**src/rtl/rv32_shifter_arbiter.sv**
```systemverilog
`default_nettype none
// ---------------------------------------------------------------------------
// rv32_shifter_arbiter: round-robin sharing of one RV32 barrel shifter between
// two requesters, with a one-entry valid/ready result register.
// Revision: 1.0
// ---------------------------------------------------------------------------
module rv32_shifter_arbiter #(
  parameter int TAG_W   = 4,
  parameter bit RR_INIT = 1'b0
) (
  input  logic             clk,
  input  logic             reset,
  input  logic             req0_valid,
  output logic             req0_ready,
  input  logic [31:0]      req0_instr,
  input  logic [31:0]      req0_rs1,
  input  logic [31:0]      req0_rs2,
  input  logic [TAG_W-1:0] req0_tag,
  input  logic             req1_valid,
  output logic             req1_ready,
  input  logic [31:0]      req1_instr,
  input  logic [31:0]      req1_rs1,
  input  logic [31:0]      req1_rs2,
  input  logic [TAG_W-1:0] req1_tag,
  output logic             sh_enable,
  output logic             sh_logical,
  output logic             sh_direction,
  output logic             sh_immediate,
  output logic [31:0]      sh_code_bus,
  output logic [31:0]      sh_rs1,
  output logic [31:0]      sh_rs2,
  input  logic [31:0]      sh_rd1,
  output logic             res_valid,
  input  logic             res_ready,
  output logic [31:0]      res_data,
  output logic [TAG_W-1:0] res_tag,
  output logic             res_src,
  output logic             res_err
);

  typedef enum logic [0:0] {EMPTY = 1'b0, FULL = 1'b1} state_t;

  state_t            state;
  state_t            state_next;
  logic              rr_ptr;
  logic              slot_free;
  logic              grant;
  logic              accept;
  logic              supported;
  logic [2:0]        funct3;
  logic [31:0]       sel_instr;
  logic [31:0]       sel_rs1;
  logic [4:0]        sel_shamt;
  logic [TAG_W-1:0]  sel_tag;
  logic              unused_rs2_hi;

  // Only the low five rs2 bits form a shift amount; the rest are dropped here.
  assign unused_rs2_hi = ^{req0_rs2[31:5], req1_rs2[31:5]};

  // Reset gating keeps readies low so nothing appears accepted during reset.
  always_comb begin
    slot_free = ~reset & ((state == EMPTY) | res_ready);
    if (req0_valid && req1_valid) begin
      grant = rr_ptr;
    end else begin
      grant = req1_valid;
    end
    accept     = slot_free & (req0_valid | req1_valid);
    req0_ready = slot_free & ~grant;
    req1_ready = slot_free & grant;
  end

  always_comb begin
    sel_instr = grant ? req1_instr    : req0_instr;
    sel_rs1   = grant ? req1_rs1      : req0_rs1;
    sel_shamt = grant ? req1_rs2[4:0] : req0_rs2[4:0];
    sel_tag   = grant ? req1_tag      : req0_tag;
    funct3    = sel_instr[14:12];
    supported = (funct3 == 3'b001) | (funct3 == 3'b101);
  end

  always_comb begin
    sh_enable    = 1'b0;
    sh_logical   = 1'b0;
    sh_direction = 1'b0;
    sh_immediate = 1'b0;
    sh_code_bus  = 32'h0;
    sh_rs1       = 32'h0;
    sh_rs2       = 32'h0;
    if (accept && supported) begin
      sh_enable    = 1'b1;
      sh_direction = funct3[2];
      sh_logical   = funct3[2] & ~sel_instr[30];
      sh_immediate = ~sel_instr[5];
      sh_code_bus  = sel_instr;
      sh_rs1       = sel_rs1;
      sh_rs2       = {27'b0, sel_shamt};
    end
  end

  // In FULL an accept implies res_ready, so FULL->FULL is the back-to-back case.
  always_comb begin
    state_next = state;
    case (state)
      EMPTY:   if (accept) state_next = FULL;
      FULL:    if (res_ready && !accept) state_next = EMPTY;
      default: state_next = EMPTY;
    endcase
  end

  always_ff @(posedge clk or posedge reset) begin
    if (reset) begin
      state <= EMPTY;
    end else begin
      state <= state_next;
    end
  end

  always_ff @(posedge clk or posedge reset) begin
    if (reset) begin
      res_data <= 32'h0;
      res_tag  <= '0;
      res_src  <= 1'b0;
      res_err  <= 1'b0;
      rr_ptr   <= RR_INIT;
    end else if (accept) begin
      res_data <= supported ? sh_rd1 : 32'h0;
      res_tag  <= sel_tag;
      res_src  <= grant;
      res_err  <= ~supported;
      rr_ptr   <= ~grant;
    end
  end

  assign res_valid = (state == FULL);

endmodule
`default_nettype wire
```
**config.mk**
```make
export PLATFORM = sky130hd
export DESIGN_NAME = rv32_shifter_arbiter
export DESIGN_NICKNAME = d
export VERILOG_FILES = /design/src/rtl/rv32_shifter_arbiter.sv
export SDC_FILE = /design/constraint.sdc
export NUM_CORES = 1
export LEC_CHECK = 0
export ABC_AREA = 1
export CORE_AREA = 8 8 139 141
export CTS_CLUSTER_SIZE = 20
export DETAILED_ROUTE_END_ITERATION = 8
export DIE_AREA = 0 0 147 149
export GPL_TIMING_DRIVEN = 0
export SYNTH_ARGS = -nofsm -noshare
export SYNTH_HDL_FRONTEND = slang
export SYNTH_SLANG_ARGS = --single-unit
```
**constraint.sdc**
```tcl
create_clock -name clk -period 5.7 [get_ports clk]
set_clock_uncertainty 0.2 [all_clocks]
set_input_delay 0.855 -clock clk [delete_from_list [all_inputs] [get_ports clk]]
set_output_delay 0.855 -clock clk [all_outputs]
set_load 0.02 [all_outputs]
```
==> results.json, run 1 <==
{
  "post_cts_buffers": 0,
  "vias_per_cell": 4.021,
  "cp-end-kind": "primary output",
  "fp.dieH_um": 149,
  "worst_pin_slew_ps": 536.5,
  "synth_seq_cells": 40,
  "maxCapViolCount": 0,
  "grt_pass1_vias": 4246,
  "clk_pin_slew_worst_paths_ps": 70,
  "run_status": "completed",
  "worst-path-max-fanout": 24,
  "max_freq_ghz": 0.2144,
  "slew_headroom_pct": 64.24,
  "instances_no_fill": 1021,
  "ff_latch_area_mm2": 0.001001,
  "power_frac_clock_pct": 23.6,
  "arrival_ps": 3610,
  "yosys_warnings": 0,
  "start_util_pct": 17.89,
  "placedCellCount": 1013,
  "synthesis.area_mm2": 0.003052,
  "grt_max_degree": 25,
  "yosysUniqueCellTypes": 19,
  "dp_hpwl_um": 14500,
  "hold_violations": 0,
  "yosys.area.top_type": "dfrtp_1",
  "io_buffers": 295,
  "rows": 48,
  "comb_power_share_pct": 48.0,
  "crit_type": "primary input to primary output",
  "path_cells": "clkdlybuf4s50_1, inv_2, buf_12, nand2_1, nor2_4, nand3_4, buf_6, a21oi_1, buf_4, clkdlybuf4s50_1",
  "htreeDepth": 2,
  "dieArea_mm2": 0.02190,
  "ctsResizeCount": 0,
  "stdcell_area_mm2": 0.006560,
  "worst_path_most_repeated_cell": "clkdlybuf4s50_1",
  "setup_violations": 0,
  "power.total_mw": 1.227,
  "drt_pass1_iterations": 4,
  "place.gp.congestion": 0.8247,
  "clock-root-buffer": "clkbuf_16",
  "drt_iter0_drc": 94,
  "cts_buffers": 5,
  "intPower_uw": 790.9,
  "insertion_delay_ps": 280,
  "switching_share_pct": 35.55,
  "critPathSlowestCell": "clkdlybuf4s50_1",
  "fillers": 1810,
  "final.setup.tns_ps": 0,
  "antenna_found_initial": 0,
  "maxSlewViolCount": 0,
  "p_leak_nw": 2.967,
  "wl_per_cell_um": 17.06,
  "seqPwrFrac_pct": 28.4,
  "whs_ps": 279.4,
  "cts_hold_buf": 0,
  "fin_nets": 1032,
  "synth_top_area_share_pct": 32.80,
  "ant_nets": 0,
  "period_needed_ps": 4665,
  "syn_area_per_cell_um2": 6.563,
  "io_pins": 378,
  "drt-total-wl_um": 17420,
  "grt_use_total_pct": 14.82,
  "cp.required_ps": 4640,
  "grt_pass1_wl_um": 25860,
  "power.switching_uw": 436.2,
  "cellPowerDensity_mw_per_mm2": 187.1,
  "via_count": 4105,
  "place_area_mm2": 0.006407,
  "syn_inst": 465,
  "multi_input_area_mm2": 0.001650,
  "ir_drop_mv": 0.1552,
  "coreArea_mm2": 0.01706,
  "synth_area_leaders": "dfrtp_1, nand2_1, buf_4",
  "area_growth_pct": 115.0,
  "chipWidth_um": 147,
  "max_stage_delay_ps": 640,
  "start_kind": "primary input",
  "fin_crit_sh_pct": 81.84,
  "drc": 0,
  "cts_sinks": 40,
  "cts_buffer_depth": 2,
  "cts_tree": "built",
  "drive_gt1_share_pct": 11.43,
  "n_antenna_cell": 0,
  "hold_class": "flop to flop",
  "synth_seq_area_share_pct": 32.80,
  "grt.overflow.total": 0,
  "rsz0062_at_grt": "no"
}
Yosys cell counts:
master / instances
o21ai_0: 4
a21oi_2: 16
buf_6: 7
conb_1: 1
nor2_1: 6
nand2_2: 1
buf_4: 33
nor2b_1: 1
buf_2: 20
inv_2: 2
nand4_1: 32
inv_1: 13
a21oi_1: 49
nand2_1: 232
clkbuf_1: 5
nand3_1: 1
dfrtp_1: 40
nand3_4: 1
nor2_4: 1
final cells by class:
cell class / count / area share, %
Timing Repair Buffer: 296 / 45.32
Multi-Input combinational cell: 372 / 25.16
Sequential cell: 40 / 15.26
Buffer: 65 / 6.790
Tap cell: 225 / 4.291
Clock buffer: 6 / 2.117
Inverter: 15 / 0.8583
Clock inverter: 2 / 0.2098
stage by stage:
step / util, % / setup WS (ps)
6_report: 38.46 / 1035
2_1_floorplan: - / 1542
4_1_cts: 38.46 / 906.2
3_3_place_gp: 37.45 / -6.077
5_1_grt: 38.46 / 781.7
3_5_place_dp: 37.57 / 911.6
power by group through the flow:
stage          sequential, mW  combinational [mW]  clock, mW
6_report                0.349               0.588      0.290
5_1_grt                 0.354               0.637      0.312
4_1_cts                 0.349               0.598      0.298
3_5_place_dp            0.352               0.595          0
3_3_place_gp            0.351               0.592          0
2_1_floorplan           0.402               0.222          0
path summary, 6_finish.rpt:
path / start / end / slack, ps / cells past startpoint
worst min-delay path: res_data[13]$_DFFE_PP0P_ / res_data[13]$_DFFE_PP0P_ / 280 / 2
min in group asynchronous: reset / res_data[28]$_DFFE_PP0P_ / 680 / 2
worst max register to register: rr_ptr$_DFFE_PP0P_ / res_data[23]$_DFFE_PP0P_ / 4060 / 6
max in group asynchronous: reset / res_data[26]$_DFFE_PP0P_ / 4150 / 3
worst min register to register: res_data[13]$_DFFE_PP0P_ / res_data[13]$_DFFE_PP0P_ / 280 / 2
worst max-delay path: reset / sh_code_bus[14] / 1040 / 10
layout by cell type, fill, tap and decap left out:
cell             instances
clkdlybuf4s50_1        295
conb_1                  28
nand3_4                  1
nand3_1                  1
buf_12                   1
clkbuf_1                 5
dfrtp_1                 40
inv_2                    3
nand2_1                232
o21ai_0                  4
buf_2                   20
nand4_1                 32
buf_6                    7
nor2_4                   1
inv_6                    1
clkbuf_8                 1
clkinv_2                 1
a21oi_2                 16
nor2b_1                  1
buf_4                   33
inv_1                   12
nand2_2                  1
clkbuf_16                5
nor2_1                   6
a21oi_1                 49
worst max-delay path: cells and delay by family:
| family | cells | cell delay [ps] |
|---|---|---|
| buffers and inverters | 6 | 1990 |
| AOI/OAI and AO/OA | 1 | 190 |
| and+or+nand+nor | 3 | 570 |
routing by layer:
metal | GRT usage [%] | vias up | share of wire (%)
met5 | 0 | - | 0
li1 | - | 2091 | -
met3 | 5.006 | 19 | 8.6
met1 | 17.53 | 1809 | 41
met4 | 3.468 | 0 | 2.1
met2 | 25.46 | 186 | 48
state kept, by name, indices dropped and copies added (netlist names):
register	count
res_data	32
res_tag	4
res_err	1
res_valid	1
rr_ptr	1
res_src	1
kinds of logic after synthesis:
| family | share of synthesized area, % |
|---|---|
| flip-flops | 32.80 |
| AND/OR/NAND/NOR | 37.35 |
| buffers and inverters | 16.44 |
| other | 0.1229 |
| AO/OA/AOI/OAI | 13.28 |
Power figures use the tool's default switching activity.
==> run 2, diff against run 1 <==
--- a/config.mk
+++ b/config.mk
@@ -6,10 +6,10 @@
 export NUM_CORES = 1
 export LEC_CHECK = 0
 export ABC_AREA = 1
-export CORE_AREA = 8 8 139 141
+export CORE_AREA = 8 8 140 142
 export CTS_CLUSTER_SIZE = 20
 export DETAILED_ROUTE_END_ITERATION = 8
-export DIE_AREA = 0 0 147 149
+export DIE_AREA = 0 0 148 150
 export GPL_TIMING_DRIVEN = 0
 export SYNTH_ARGS = -nofsm -noshare
 export SYNTH_HDL_FRONTEND = slang
==> constraint.sdc (replaced) <==
create_clock -name clk -period 4.65 [get_ports clk]
set_clock_uncertainty 0.2 [all_clocks]
set_input_delay 0.6975 -clock clk [delete_from_list [all_inputs] [get_ports clk]]
set_output_delay 0.6975 -clock clk [all_outputs]
set_load 0.02 [all_outputs]
==> run 2 against run 1 <==
Against the previous run:
- worst setup slack got worse by 680 ps
- combinational power rose by 23%
- non-clock buffer count did not move
- power rose by 27%
- cell count rose by 0.39%
- sequential power rose by 22%
- first-iteration DRC count rose by 34%
- clock power rose by 39%
- highest routed layer unchanged
- sequential share of layout area fell by 0.058 points
==> results.json, run 2 (synthesis results as in run 1) <==
{
  "run_status": "completed",
  "clk_pin_slew_worst_paths_ps": 60,
  "ir_drop_mv": 0.2043,
  "r2r_start": "rr_ptr$_DFFE_PP0P_",
  "drt-total-wl_um": 17340,
  "p_leak_nw": 2.974,
  "grt_max_degree": 32,
  "coreArea_mm2": 0.01753,
  "largest_register": "res_data",
  "cp.required_ps": 3750,
  "worst_pin_slew_ps": 581.1,
  "max_freq_ghz": 0.2327,
  "dieArea_mm2": 0.02220,
  "vias_per_cell": 3.994,
  "htreeDepth": 2,
  "reg2reg_depth": 6,
  "period_needed_ps": 4297,
  "slew_headroom_pct": 61.26,
  "cp-end-kind": "primary output",
  "maxSlewViolCount": 0,
  "cellPowerDensity_mw_per_mm2": 235.7,
  "seqPwrFrac_pct": 27.5,
  "drc": 0,
  "fp.dieH_um": 150,
  "post_cts_buffers": 0,
  "reg.largest.list": "res_data: 32 flops, res_tag: 4 flops",
  "n_antenna_cell": 0,
  "drt_pass1_iterations": 4,
  "power.switching_uw": 542.4,
  "holdCritStartpoint": "res_tag[0]$_DFFE_PP0P_",
  "cts_sinks": 40,
  "setup_violations": 0,
  "antenna_found_initial": 0,
  "final.setup.tns_ps": 0,
  "grt.overflow.total": 0,
  "clock-root-buffer": "clkbuf_16",
  "ctsResizeCount": 0,
  "drt_iter0_drc": 126,
  "rows": 49,
  "area_growth_pct": 115.8,
  "worstHoldEndpoint": "res_tag[0]$_DFFE_PP0P_",
  "arrival_ps": 3400,
  "via_count": 4094,
  "fin_crit_sh_pct": 92.42,
  "power.total_mw": 1.552,
  "cts_tree": "built",
  "cts_hold_buf": 0,
  "io_buffers": 295,
  "fin_nets": 1032,
  "worst-path-max-fanout": 31,
  "wl_per_cell_um": 16.91,
  "hold_class": "flop to flop",
  "io_pins": 378,
  "r2r-end": "res_data[17]$_DFFE_PP0P_",
  "grt_use_total_pct": 14.31,
  "layout_common_cells": "clkdlybuf4s50_1, nand2_1, a21oi_1",
  "power_frac_clock_pct": 26.0,
  "drive_gt1_share_pct": 11.43,
  "maxCapViolCount": 0,
  "rsz0062_at_grt": "no",
  "grt_pass1_wl_um": 24860,
  "fin_util_pct": 37.56,
  "insertion_delay_ps": 290,
  "ant_nets": 0,
  "place.gp.congestion": 0.8213,
  "reg2reg_slack_ps": 2950,
  "largest_reg_flops": 32,
  "grt_pass1_vias": 4019,
  "comb_power_share_pct": 46.5,
  "start_kind": "primary input",
  "dp_hpwl_um": 14270,
  "intPower_mw": 1.010,
  "cts_buffers": 5,
  "crit_type": "primary input to primary output",
  "hold_violations": 0,
  "layout_commonest_cell": "clkdlybuf4s50_1",
  "chipWidth_um": 148,
  "start_util_pct": 17.40,
  "switching_share_pct": 34.94,
  "cts_buffer_depth": 2,
  "holdPathStages": 2
}
## run 2: stage by stage
stage,cell area (µm²),instances,hold WS [ps],worst slack (ps)
after floorplan,3153,492,304.5,807.0
after global routing,6585,1025,297.0,157.6
after CTS,6585,1025,282.0,249.9
after global placement,6392,1016,259.6,-745.5
final,6585,1025,280.0,352.7
after detailed placement,6412,1017,265.7,261.8
## run 2: cell type report
cell class	count	area, µm²
fill	1822	10950
timing repair buffer	296	2973
multi-input combinational	372	1650
sequential	40	1001
buffer	65	445.4
tap	229	286.5
clock buffer	5	125.1
inverter	15	56.30
clock inverter	3	47.55
## run 2: worst max-delay path by stage
stage,startpoint,end,slack [ps],cells past startpoint
2_1_floorplan,reset,sh_code_bus[14],810,7
3_3_place_gp,reset,sh_code_bus[14],-750,9
3_5_place_dp,reset,sh_code_bus[14],260,10
4_1_cts,reset,sh_code_bus[14],250,10
5_1_grt,reset,sh_code_bus[14],160,10
6_report,reset,sh_code_bus[14],350,10
## run 2: worst max-delay path, stage by stage
cell	delay, ps
clkdlybuf4s50_1	410
inv_2	240
buf_12	260
nand2_1	150
nor2_4	190
nand3_4	250
buf_6	240
a21oi_1	200
buf_4	150
clkdlybuf4s50_1	620
## run 2: per-layer routing
metal,global-route usage [%],share of wire [%]
met1,16.68,41
met2,25.23,49
met3,5.080,9.8
met4,1.989,0.52
met5,0,0
## run 2: power by group through the flow
stage / logic, mW / registers, mW / clock network, mW
3_3_place_gp: 0.726 / 0.429 / 0
4_1_cts: 0.733 / 0.427 / 0.417
3_5_place_dp: 0.729 / 0.431 / 0
5_1_grt: 0.780 / 0.433 / 0.429
2_1_floorplan: 0.272 / 0.493 / 0
6_report: 0.722 / 0.427 / 0.403
==> run 3, diff against run 2 <==
--- a/config.mk
+++ b/config.mk
@@ -11,6 +11,8 @@
 export DETAILED_ROUTE_END_ITERATION = 8
 export DIE_AREA = 0 0 148 150
 export GPL_TIMING_DRIVEN = 0
+export HOLD_SLACK_MARGIN = 0.05
+export PLACE_DENSITY = 0.65
 export SYNTH_ARGS = -nofsm -noshare
 export SYNTH_HDL_FRONTEND = slang
 export SYNTH_SLANG_ARGS = --single-unit
==> run 3 against run 2 <==
Against the previous run:
- core utilization is 0.13 points lower
- flip-flop and latch count stayed put
- design area is 0.34% lower
- worst hold slack worse by 2.5 ps
- critical path depth stayed put
- critical path type unchanged
==> results.json, run 3 (synthesis results as in run 1) <==
{
  "worst_path_most_repeated_cell": "clkdlybuf4s50_1",
  "area_growth_pct": 115.0,
  "drive_gt1_share_pct": 11.31,
  "placedCellCount": 1017,
  "wl_per_cell_um": 16.35,
  "dp_hpwl_um": 13960,
  "grt.overflow.total": 0,
  "clock-root-buffer": "clkbuf_16",
  "fp.dieH_um": 150,
  "r2r-end": "res_data[16]$_DFFE_PP0P_",
  "cp_top_family": "buffers and inverters",
  "largest_reg_flops": 32,
  "setup_violations": 0,
  "start_kind": "primary input",
  "instances_no_fill": 1025,
  "vias_per_cell": 4.028,
  "insertion_delay_ps": 280,
  "grt_use_total_pct": 13.79,
  "fillers": 1810,
  "reg2reg_depth": 8,
  "r2r_start": "res_valid$_DFF_PP0_",
  "layout_common_cells": "clkdlybuf4s50_1, nand2_1, a21oi_1",
  "maxSlewViolCount": 0,
  "cts_hold_buf": 0,
  "grt_pass1_vias": 4130,
  "drt-total-wl_um": 16760,
  "power.switching_uw": 532.0,
  "htreeDepth": 2,
  "maxCapViolCount": 0,
  "run_status": "completed",
  "rsz0062_at_grt": "no",
  "cts_tree": "built",
  "fin_nets": 1032,
  "place.gp.congestion": 0.7963,
  "dieArea_mm2": 0.02220,
  "max_freq_ghz": 0.2405,
  "cts_buffers": 5,
  "crit_buf_inv": 6,
  "worst_pin_slew_ps": 507.0,
  "post_cts_buffers": 0,
  "io_buffers": 295,
  "ant_nets": 0,
  "crit_start": "reset",
  "power_frac_clock_pct": 23.5,
  "cts_sinks": 40,
  "intPower_uw": 969.0,
  "drc": 0,
  "path_cells": "clkdlybuf4s50_1, inv_2, buf_12, nand2_1, nor2_4, nand3_4, buf_6, a21oi_1, buf_4, clkdlybuf4s50_1",
  "cp-end-kind": "primary output",
  "period_needed_ps": 4158,
  "holdPathStages": 2,
  "ctsResizeCount": 0,
  "critPathSlowestCell": "clkdlybuf4s50_1",
  "reg.largest.list": "res_data: 32 flops, res_tag: 4 flops",
  "drt_pass1_iterations": 4,
  "ir_drop_mv": 0.1711,
  "cp.required_ps": 3750,
  "switching_share_pct": 35.44,
  "slew_headroom_pct": 66.20,
  "cellPowerDensity_mw_per_mm2": 228.7,
  "fin_crit_sh_pct": 89.42,
  "worstHoldEndpoint": "res_data[29]$_DFFE_PP0P_",
  "clk_pin_slew_worst_paths_ps": 60,
  "holdCritStartpoint": "res_data[29]$_DFFE_PP0P_",
  "cts_buffer_depth": 2,
  "hold_class": "flop to flop",
  "seqPwrFrac_pct": 28.5,
  "arrival_ps": 3260,
  "grt_pass1_wl_um": 24240,
  "layout_commonest_cell": "clkdlybuf4s50_1",
  "coreArea_mm2": 0.01753,
  "io_pins": 378,
  "comb_power_share_pct": 48.0,
  "worst-path-max-fanout": 34,
  "chipWidth_um": 148,
  "start_util_pct": 17.40,
  "antenna_found_initial": 0,
  "reg2reg_slack_ps": 2950,
  "crit_type": "primary input to primary output",
  "grt_max_degree": 35,
  "rows": 49,
  "largest_register": "res_data",
  "p_leak_nw": 2.960,
  "n_antenna_cell": 0,
  "hold_violations": 0,
  "whs_ps": 277.4,
  "max_stage_delay_ps": 610,
  "via_count": 4129,
  "drt_iter0_drc": 121
}
[run 3: cell count changes in the layout (fill, tap and decap cells not counted), sizes merged]
| cell | before | now |
|---|---|---|
| clkbuf | 10 | 12 |
| clkinv | 2 | 0 |
| bufinv | 1 | 0 |
| clkinvlp | 0 | 1 |
[run 3: power by group through the flow]
stage	combinational (mW)	sequential [mW]	clock, mW
floorplan	0.272	0.493	0
global placement	0.722	0.431	0
detailed placement	0.728	0.432	0
CTS	0.731	0.428	0.362
global route	0.781	0.433	0.380
finish	0.721	0.427	0.353
[run 3: worst max path at each step]
stage                           end  slack [ps]  cells after the start
detailed placement  sh_code_bus[14]         300                     10
finish              sh_code_bus[14]         490                     10
floorplan           sh_code_bus[14]         810                      7
CTS                 sh_code_bus[14]         300                     10
global route        sh_code_bus[14]         180                     10
global placement          sh_rs2[3]        -710                      8
[run 3: final cells by class]
class	instances	area, µm²	area share, %
clock buffers	7	142.6	2.174
flip-flops and latches	40	1001	15.25
well taps	229	286.5	4.366
multi-input cells	372	1650	25.15
inverters	15	56.30	0.8580
plain buffers	65	445.4	6.787
clock inverters	1	7.507	0.1144
repair buffers	296	2973	45.30
[run 3: metrics by stage]
stage | setup TNS (ps) | instance area [µm²] | setup slack, ps | utilization [%] | power [mW]
2_1_floorplan | 0 | 3153 | 807.0 | - | 0.7651
3_3_place_gp | -39950 | 6392 | -706.9 | 36.46 | 1.153
3_5_place_dp | 0 | 6412 | 301.1 | 36.57 | 1.160
4_1_cts | 0 | 6563 | 304.1 | 37.43 | 1.521
5_1_grt | 0 | 6563 | 183.8 | 37.43 | 1.594
6_report | 0 | 6563 | 492.1 | 37.43 | 1.501
[run 3: routing by layer]
layer | vias to the layer above | GRT usage, % | wire (µm)
met3 | 8 | 5.383 | 1837
met2 | 191 | 24.43 | 8216
met4 | 0 | 1.887 | 95
met1 | 1843 | 15.70 | 6613
met5 | - | 0 | 0
li1 | 2087 | - | -
[run 3: tightest hold or removal path, cell delays in order (launching register included)]
cell     delay (ps)
dfrtp_1         340
nand2_1          50
nand2_1          50
